$ cat config.mk
export PLATFORM = sky130hd
export DESIGN_NAME = wave_dac_reader_flat
export DESIGN_NICKNAME = d
export VERILOG_FILES = /design/src/rtl/wave_pkg.sv /design/src/rtl/wave_dac_reader_if.sv /design/src/rtl/dac_spi_shifter.sv /design/src/rtl/wave_dac_reader.sv /design/src/flat_wrapper.sv
export SDC_FILE = /design/constraint.sdc
export NUM_CORES = 1
export LEC_CHECK = 0
export BUFFER_PORTS_ARGS = -buffer_cell sky130_fd_sc_hd__buf_2
export CELL_PAD_IN_SITES_DETAIL_PLACEMENT = 1
export CELL_PAD_IN_SITES_GLOBAL_PLACEMENT = 1
export CORE_ASPECT_RATIO = 0.8
export CORE_MARGIN = 5
export CORE_UTILIZATION = 47
export DETAILED_ROUTE_END_ITERATION = 6
export GPL_TIMING_DRIVEN = 0
export PLACE_DENSITY = 0.8
export SYNTH_ARGS = -nofsm -noshare
export SYNTH_HDL_FRONTEND = slang
export SYNTH_HIERARCHICAL = 1
export SYNTH_SLANG_ARGS = --single-unit
export TNS_END_PERCENT = 1
$ cat constraint.sdc
create_clock -name i_clock -period 5.1 [get_ports i_clock]
set_input_delay 1.02 -clock i_clock [delete_from_list [all_inputs] [get_ports i_clock]]
set_output_delay 1.02 -clock i_clock [all_outputs]
set_load 0.02 [all_outputs]
$ cat src/rtl/wave_pkg.sv
// Shared wavetable/DAC definitions used by the NCO and the DAC reader.
package wave_pkg;

  localparam int unsigned WAVERAM_ADDR_W = 13;
  localparam int unsigned SAMPLE_W       = 12;
  localparam int unsigned DAC_FRAME_W    = 16;
  localparam int unsigned DAC_CMD_W      = DAC_FRAME_W - SAMPLE_W;

  typedef enum logic [2:0] {
    IDLE,
    CAPTURE,
    WAIT,
    LOAD,
    SHIFT,
    GAP
  } state_t;

endpackage

$ cat src/rtl/wave_dac_reader_if.sv
// Wavetable RAM read port: address + one-cycle strobe out, data back one cycle later.
interface wave_dac_reader_if;
  import wave_pkg::*;

  logic [WAVERAM_ADDR_W-1:0] ram_address;
  logic                      ram_read_enable;
  logic [SAMPLE_W-1:0]       ram_data;

  modport master (
    output ram_address,
    output ram_read_enable,
    input  ram_data
  );

  modport slave (
    input  ram_address,
    input  ram_read_enable,
    output ram_data
  );

endinterface

$ cat src/rtl/dac_spi_shifter.sv
// SCLK divider, frame shift register and half-period counter for one DAC frame.
module dac_spi_shifter
  import wave_pkg::*;
#(
  parameter int unsigned CLK_DIV = 2
) (
  input  logic                   i_clock,
  input  logic                   i_reset,
  input  logic                   i_load,
  input  logic                   i_run,
  input  logic [DAC_FRAME_W-1:0] i_frame,
  output logic                   o_sclk,
  output logic                   o_mosi,
  output logic                   o_last_c
);

  localparam int unsigned DIV_W  = 8;
  localparam int unsigned HALF_W = $clog2(2 * DAC_FRAME_W);

  logic [DIV_W-1:0]       r_div;
  logic [HALF_W-1:0]      r_half;
  logic [DAC_FRAME_W-1:0] r_shift;
  logic                   r_sclk;
  logic                   r_mosi;
  logic                   w_tick;

  assign w_tick   = (r_div == DIV_W'(CLK_DIV - 1));
  // Final half-period (SCLK high after the 16th rising edge) ends on this cycle.
  assign o_last_c = i_run && w_tick && (r_half == HALF_W'(2 * DAC_FRAME_W - 1));

  assign o_sclk = r_sclk;
  assign o_mosi = r_mosi;

  // Load presents the MSB at once; afterwards MOSI moves only on falling SCLK edges.
  always_ff @(posedge i_clock) begin
    if (i_reset) begin
      r_div   <= '0;
      r_half  <= '0;
      r_shift <= '0;
      r_sclk  <= 1'b0;
      r_mosi  <= 1'b0;
    end else if (i_load) begin
      r_div   <= '0;
      r_half  <= '0;
      r_shift <= i_frame;
      r_sclk  <= 1'b0;
      r_mosi  <= i_frame[DAC_FRAME_W-1];
    end else if (i_run) begin
      if (w_tick) begin
        r_div  <= '0;
        r_half <= r_half + 1'b1;
        r_sclk <= ~r_sclk;
        if (o_last_c) begin
          r_mosi <= 1'b0;
        end else if (r_sclk) begin
          r_shift <= {r_shift[DAC_FRAME_W-2:0], 1'b0};
          r_mosi  <= r_shift[DAC_FRAME_W-2];
        end
      end else begin
        r_div <= r_div + 1'b1;
      end
    end
  end

endmodule

$ cat src/rtl/wave_dac_reader.sv
// Per-voice wavetable reader: filters the NCO address, reads the RAM, streams samples to an SPI DAC.
module wave_dac_reader
  import wave_pkg::*;
#(
  parameter int unsigned          CLK_DIV    = 2,
  parameter int unsigned          GAP_CYCLES = 4,
  parameter logic [DAC_CMD_W-1:0] DAC_CONFIG = 4'h3
) (
  input  logic                      i_clock,
  input  logic                      i_reset,
  input  logic                      i_enable,
  input  logic [WAVERAM_ADDR_W-1:0] i_waveram_address,
  wave_dac_reader_if.master         ram_if,
  output logic                      o_dac_cs_n,
  output logic                      o_dac_sclk,
  output logic                      o_dac_mosi,
  output logic                      o_frame_done,
  output logic                      o_busy
);

  localparam int unsigned GAP_W = 8;

  state_t                    r_state;
  logic [WAVERAM_ADDR_W-1:0] r_addr_a;
  logic [WAVERAM_ADDR_W-1:0] r_addr_b;
  logic [WAVERAM_ADDR_W-1:0] r_ram_address;
  logic                      r_ram_read_enable;
  logic                      r_dac_cs_n;
  logic                      r_frame_done;
  logic                      r_busy;
  logic [GAP_W-1:0]          r_gap_count;

  logic                      w_addr_stable;
  logic                      w_shift_last;
  logic [DAC_FRAME_W-1:0]    w_frame;

  assign w_addr_stable = (r_addr_a == r_addr_b);
  assign w_frame       = {DAC_CONFIG, ram_if.ram_data};

  assign ram_if.ram_address     = r_ram_address;
  assign ram_if.ram_read_enable = r_ram_read_enable;
  assign o_dac_cs_n             = r_dac_cs_n;
  assign o_frame_done           = r_frame_done;
  assign o_busy                 = r_busy;

  // Two-stage address pipeline; pure data path, so it is left out of reset
  // and keeps tracking the NCO while reset is held.
  always_ff @(posedge i_clock) begin
    r_addr_a <= i_waveram_address;
    r_addr_b <= r_addr_a;
  end

  // Frame sequencer: capture, RAM read, DAC shift, inter-frame gap.
  always_ff @(posedge i_clock) begin
    if (i_reset) begin
      r_state           <= IDLE;
      r_ram_address     <= '0;
      r_ram_read_enable <= 1'b0;
      r_dac_cs_n        <= 1'b1;
      r_frame_done      <= 1'b0;
      r_busy            <= 1'b0;
      r_gap_count       <= '0;
    end else begin
      r_ram_read_enable <= 1'b0;
      r_frame_done      <= 1'b0;
      case (r_state)
        IDLE: begin
          if (i_enable) begin
            r_state <= CAPTURE;
            r_busy  <= 1'b1;
          end
        end
        CAPTURE: begin
          if (w_addr_stable) begin
            r_ram_address     <= r_addr_b;
            r_ram_read_enable <= 1'b1;
            r_state           <= WAIT;
          end
        end
        WAIT: begin
          r_state <= LOAD;
        end
        LOAD: begin
          r_dac_cs_n <= 1'b0;
          r_state    <= SHIFT;
        end
        SHIFT: begin
          if (w_shift_last) begin
            r_dac_cs_n  <= 1'b1;
            r_gap_count <= '0;
            r_state     <= GAP;
          end
        end
        GAP: begin
          if (r_gap_count == GAP_W'(GAP_CYCLES - 1)) begin
            r_frame_done <= 1'b1;
            if (i_enable) begin
              r_state <= CAPTURE;
            end else begin
              r_state <= IDLE;
              r_busy  <= 1'b0;
            end
          end else begin
            r_gap_count <= r_gap_count + 1'b1;
          end
        end
        default: begin
          r_state <= IDLE;
          r_busy  <= 1'b0;
        end
      endcase
    end
  end

  // Serialiser; loads on the LOAD->SHIFT edge while RAM data is valid.
  dac_spi_shifter #(
    .CLK_DIV (CLK_DIV)
  ) u_shifter (
    .i_clock  (i_clock),
    .i_reset  (i_reset),
    .i_load   (r_state == LOAD),
    .i_run    (r_state == SHIFT),
    .i_frame  (w_frame),
    .o_sclk   (o_dac_sclk),
    .o_mosi   (o_dac_mosi),
    .o_last_c (w_shift_last)
  );

endmodule

$ cat src/flat_wrapper.sv
// flat-port wrapper written by rule: the top's interface ports become plain ports
module wave_dac_reader_flat import wave_pkg::*;
#(
  parameter int unsigned          CLK_DIV    = 2,
  parameter int unsigned          GAP_CYCLES = 4,
  parameter logic [DAC_CMD_W-1:0] DAC_CONFIG = 4'h3
)
  (i_clock, i_reset, i_enable, i_waveram_address, o_dac_cs_n, o_dac_sclk, o_dac_mosi, o_frame_done, o_busy, ram_if_ram_address, ram_if_ram_read_enable, ram_if_ram_data);
  wave_dac_reader_if ram_if_i ();
  input  logic i_clock;
  input  logic i_reset;
  input  logic i_enable;
  input  logic [WAVERAM_ADDR_W-1:0] i_waveram_address;
  output logic o_dac_cs_n;
  output logic o_dac_sclk;
  output logic o_dac_mosi;
  output logic o_frame_done;
  output logic o_busy;
  output wire logic [$bits(ram_if_i.ram_address)-1:0] ram_if_ram_address;
  output wire logic [$bits(ram_if_i.ram_read_enable)-1:0] ram_if_ram_read_enable;
  input wire logic [$bits(ram_if_i.ram_data)-1:0] ram_if_ram_data;
  assign ram_if_ram_address = ram_if_i.ram_address;
  assign ram_if_ram_read_enable = ram_if_i.ram_read_enable;
  assign ram_if_i.ram_data = ram_if_ram_data;
  wave_dac_reader #(.CLK_DIV(CLK_DIV), .GAP_CYCLES(GAP_CYCLES), .DAC_CONFIG(DAC_CONFIG)) u_core (.i_clock(i_clock), .i_reset(i_reset), .i_enable(i_enable), .i_waveram_address(i_waveram_address), .ram_if(ram_if_i), .o_dac_cs_n(o_dac_cs_n), .o_dac_sclk(o_dac_sclk), .o_dac_mosi(o_dac_mosi), .o_frame_done(o_frame_done), .o_busy(o_busy));
endmodule
Word level (Yosys, flattened, before mapping)
Cells that the tools add are included.
{ "totals": {"wordCells": 85, "output_inout_bits": 19, "ff_bits": 84} }
{ "classes": {"reduce_logical": 21, "n_addsub": 3, "n_bitwise": 5, "n_mux": 25, "n_eq_ne": 16} }
{ "op_table": {"columns": ["op", "count"], "rows": [
  ["14-bit two-way mux", 5],
  ["8-bit two-way mux", 3],
  ["3-bit case mux with 6 select lines", 1],
  ["8-bit by 1-bit adder with 8-bit output, second input constant", 2],
  ["8-bit case mux with 2 select lines", 1],
  ["4-bit AND reduction", 4],
  ["13-bit equality test", 1],
  ["3-bit two-way mux", 4],
  ["2-bit nonzero test", 5],
  ["1-bit two-way mux", 9],
  ["8-bit by 1-bit equality test with 1-bit output, second input constant", 1],
  ["8-bit by 2-bit equality test with 1-bit output, second input constant", 1],
  ["2-bit != test, second input constant", 4],
  ["3-bit by 2-bit equality test with 1-bit output, second input constant", 2],
  ["3-bit equality test, second input constant", 2],
  ["2-bit by 1-bit != test with 1-bit output, second input constant", 3],
  ["2-bit AND reduction", 3],
  ["3-bit AND reduction", 2],
  ["2-bit OR reduction", 3],
  ["5-bit by 1-bit adder with 5-bit output, second input constant", 1],
  ["5-bit equality test, second input constant", 1],
  ["1-bit inverter", 5],
  ["4-bit OR reduction", 1],
  ["3-bit by 1-bit equality test with 1-bit output, second input constant", 1],
  ["other kinds (4)", 5]
]} }

Logic depth before layout (Yosys ltp)
{ "depth": {"ltp_word": 7, "depth_mapped": 11, "mapped_depth_nobuf": 10} }

Hierarchy
The synthesis kept the hierarchy.
{ "modules_own_cells": {"columns": ["mod", "n_inst", "cells_each", "area_each_um2"], "rows": [
  ["wave_dac_reader", 1, 186, 1974.4],
  ["dac_spi_shifter", 1, 177, 1549.0]
]} }

Worst setup path before layout
No wires, ideal clock.
{ "synth_path": {"path_kind": "flip-flop to flip-flop", "from": "register u_core.r_state[1]", "to": "register u_core.r_gap_count[5]", "path_stages_with_launch": 12, "setup_time_ps": 119, "arrival_time_ps": 2372, "setup_slack_ps": 2609, "synth_period_minus_slack_ps": 2491, "cell_sequence": "dfxtp_1 > nand2b_1 > nor2_1 > buf_2 > or4b_1 > buf_2 > nor3_1 > nor2_1 > and4b_1 > nand4_1 > xor2_1 > nor2_1"} }
{ "synth_via": {"elab_chain_cells": 5} }
{ "synth_rtl": {"columns": ["item", "line_no", "rtl"], "rows": [
  ["start, declared", "wave_dac_reader.sv:23", "state_t r_state;"],
  ["start signal, assigned", "wave_dac_reader.sv:56", "r_state <= IDLE;"],
  ["start signal, assigned", "wave_dac_reader.sv:69", "r_state <= CAPTURE;"],
  ["start signal, assigned", "wave_dac_reader.sv:77", "r_state <= WAIT;"],
  ["3-bit equality test", "wave_dac_reader.sv:122", ".i_run (r_state == SHIFT),"],
  ["1-bit logical AND (2 in a row)", "dac_spi_shifter.sv:29", "assign o_last_c = i_run && w_tick && (r_half == HALF_W'(2 * DAC_FRAME_W - 1));"],
  ["net u_core.w_shift_last", "wave_dac_reader.sv:34", "logic w_shift_last;"],
  ["2-bit by 1-bit != test with 1-bit output (no source line)", null, null],
  ["3-bit AND reduction (no source line)", null, null],
  ["end signal, assigned", "wave_dac_reader.sv:104", "r_gap_count <= r_gap_count + 1'b1;"],
  ["end, declared", "wave_dac_reader.sv:31", "logic [GAP_W-1:0] r_gap_count;"]
]} }
The timed path passes the listed nets, and every way through them passes these cells.
A chain may end at the register's enable or synchronous reset.

Final worst setup path
{ "layout_path": {"from": "register u_core.r_state[1]", "to": "register u_core.r_gap_count[7]"} }
The elaborated chain is that of the path after synthesis.

==> flow_summary.json <==
{
  "crit_start": "u_core/r_state[1]",
  "die_w_um": 107,
  "grt_max_degree": 17,
  "hold-path-endpoint": "u_core/r_addr_b[3]",
  "rsz0062_at_grt": "false",
  "power_frac_clock": 0.401,
  "timing.rr.start": "u_core/r_state[1]",
  "yosys-top-cells-area": "dfxtp_1, xor2_1, nand2b_1, nor2_1, mux2i_1",
  "cp.arrival_ns": 3.46,
  "p_int_uw": 928,
  "reg2reg_slack_ns": 1.89,
  "synth_edf_count": 0,
  "fin_ws_ns": 1.89,
  "crit_top_cell": "nor2_1",
  "multi_input_area_mm2": 0.00168,
  "worst-path-max-fanout": 10,
  "max_stage_delay_ns": 0.52,
  "finalSetupViolCount": 0,
  "r2r_end": "u_core/r_gap_count[7]",
  "cp_cell_sequence": "nand2b_1, nor2_1, buf_2, or4b_1, buf_2, nor3_1, nor2_1, and4b_1, nand4_1, xor2_1, nor2_1",
  "slew_violations": 0,
  "drv_cap": 0,
  "seq_area_mm2": 0.00168,
  "crit_path_end_kind": "flop",
  "power_frac_seq": 0.555,
  "synth_async_sr_flop_share": 0,
  "rows": 28,
  "diodes": 0,
  "swShare": 0.240,
  "cts_root_buf": "clkbuf_8",
  "pre_cts_ws_ns": 1.92,
  "drc": 0,
  "port-buffer-count": 46,
  "grt_pass1_wl_mm": 14.4,
  "yosys-top-cells-count": "dfxtp_1, nor2_1, nand2b_1",
  "finalNetCount": 455,
  "first_global_vias": 2973,
  "initial_utilization": 0.479,
  "crit_family": "simple AND/OR/NAND/NOR gates",
  "wl_per_cell_um": 16.4,
  "antenna_found_initial": 0,
  "min_period_ns": 3.21,
  "n_fill_cell": 884,
  "routed_wirelength_mm": 8.47,
  "synthCells": 363,
  "grt.total_usage": 0.195,
  "antenna_left": 0,
  "clkLatencyLatePin_ns": 0.36,
  "vias_per_cell": 5.46,
  "hpwl_mm": 6.03,
  "critPathLaunchType": "flop",
  "clock-sinks": 84,
  "worstHoldPathCells": 0,
  "synth_area_mm2": 0.00352,
  "holdBufCountCts": 0,
  "critPathBufInv": 2,
  "synth.top_cell.area_share": 0.477,
  "leakagePower_nw": 1.59,
  "cts-buffers-inserted": 9,
  "io_pins": 47,
  "tightest_slew_ns": 0.604,
  "finalSetupTns_ns": 0,
  "min_from": "u_core/r_addr_a[3]",
  "h-tree-depth": 3,
  "final_layout_size_suffix_gt1_frac": 0.185,
  "path_clk_slew_ns": 0.09,
  "vias": 2824,
  "die_h_um": 87.4,
  "yosysTopAreaCell": "dfxtp_1",
  "overflow": 0,
  "cts_resized": 0,
  "fmax_mhz": 311,
  "firstDrtPassIters": 4,
  "reg2reg_depth": 11,
  "clock_path_buffers": 2,
  "slowest_stage": "or4b_1",
  "yosys_warnings": 6,
  "yosys_most_used_dff": "dfxtp_1",
  "synth_seq_area_share": 0.477,
  "skew_ns": 0.0102,
  "yosysMostFrequentCell": "dfxtp_1",
  "post-cts-setup-buffers": 0,
  "p_comb_frac": 0.044,
  "hold_viol": 0,
  "crit_required_ns": 5.34,
  "hp-class": "reg2reg",
  "post-route-period-util": 0.630,
  "ir_worst_vdd_uv": 223,
  "yosys_register_bits": 84,
  "first_iter_violations": 73,
  "die_area_mm2": 0.00934,
  "area_growth_pct": 15.7,
  "avgSynthCellArea_um2": 9.71,
  "cts_tree": "done",
  "relSlewSlack": 0.594,
  "ys_types": 51,
  "status": "finished, final reports clean",
  "crit_type": "reg2reg",
  "power_switching_uw": 293,
  "coreArea_mm2": 0.00736,
  "gp_congestion": 0.739,
  "power_density_mw_per_mm2": 299
}
## registers in the layout (all words and copies together), names as in the netlist, 3 cells and up
name	count
u_core/ram_if.ram_address	13
u_core/u_shifter/r_shift	15
u_core/r_gap_count	8
u_core/r_addr_a	13
u_core/r_state	3
u_core/r_addr_b	13
u_core/u_shifter/r_div	8
u_core/u_shifter/r_half	5
## metrics by stage
step,instance area [µm²],hold slack [ns],util,instances,power [mW]
6_report,4080,0.369,0.554,517,1.22
5_1_grt,4080,0.379,0.554,517,1.27
4_1_cts,4080,0.371,0.554,517,1.23
3_5_place_dp,3870,0.357,0.527,501,0.746
3_3_place_gp,3870,0.352,0.527,501,0.743
2_1_floorplan,3530,0.349,-,365,0.723
## cell type report
| class | instances | share of cell area |
|---|---|---|
| clock inverters | 7 | 0.0196 |
| inverters | 9 | 0.00828 |
| clock buffers | 9 | 0.0304 |
| plain buffers | 24 | 0.0338 |
| multi-input cells | 248 | 0.411 |
| flip-flops and latches | 84 | 0.412 |
| well taps | 90 | 0.0276 |
| repair buffers | 46 | 0.0565 |
## worst max path at each step
stage	slack, ns	depth (start not counted)	end
finish	1.89	11	u_core/r_gap_count[7]
global route	1.66	11	u_core/r_gap_count[6]
CTS	1.90	11	u_core/r_gap_count[6]
detailed placement	1.92	11	u_core/r_gap_count[6]
global placement	1.99	11	u_core/r_gap_count[7]
floorplan	2.61	11	u_core/r_gap_count[5]
## placed cells by master, fill, tap and decap left out, drive strengths merged, types with 2 or more instances in the layout
cell type / count
inv: 13
nand2: 9
or4: 2
or4b: 3
o21ai: 10
nand4: 12
o311a: 2
nor4: 2
a311oi: 13
nand3: 6
or2: 2
or2b: 2
and3: 3
conb: 4
clkbuf: 23
nor2: 35
ha: 5
a21oi: 16
nor2b: 15
a2111oi: 14
xor2: 22
o31ai: 3
nor4b: 3
dfxtp: 84
or3: 5
buf: 56
nor3: 4
a21o: 2
nand2b: 29
mux2i: 13
## cells by family after synthesis
family          count (synthesis)  share of synthesized area
compound gates                 65                      0.133
xor+xnor                       23                     0.0572
fa+ha+maj                       5                     0.0178
buf+inv                        33                     0.0486
flops                          84                      0.477
mux                            14                     0.0401
other cells                     2                    0.00213
simple gates                  137                      0.224
## power groups by stage
stage	Sequential, mW	Clock [mW]	Combinational, mW
detailed placement	0.693	0	0.0532
global route	0.680	0.533	0.0592
finish	0.678	0.489	0.0534
floorplan	0.692	0	0.0314
CTS	0.678	0.502	0.0538
global placement	0.692	0	0.0511
## layer usage
| metal | share of wire | GRT usage | vias up |
|---|---|---|---|
| li1 | - | - | 1406 |
| met3 | 0.033 | 0.0460 | 8 |
| met4 | 0.0092 | 0.0592 | 0 |
| met1 | 0.47 | 0.246 | 1369 |
| met2 | 0.49 | 0.333 | 41 |
| met5 | 0 | 0 | - |
(Power assumes the default switching activity.)
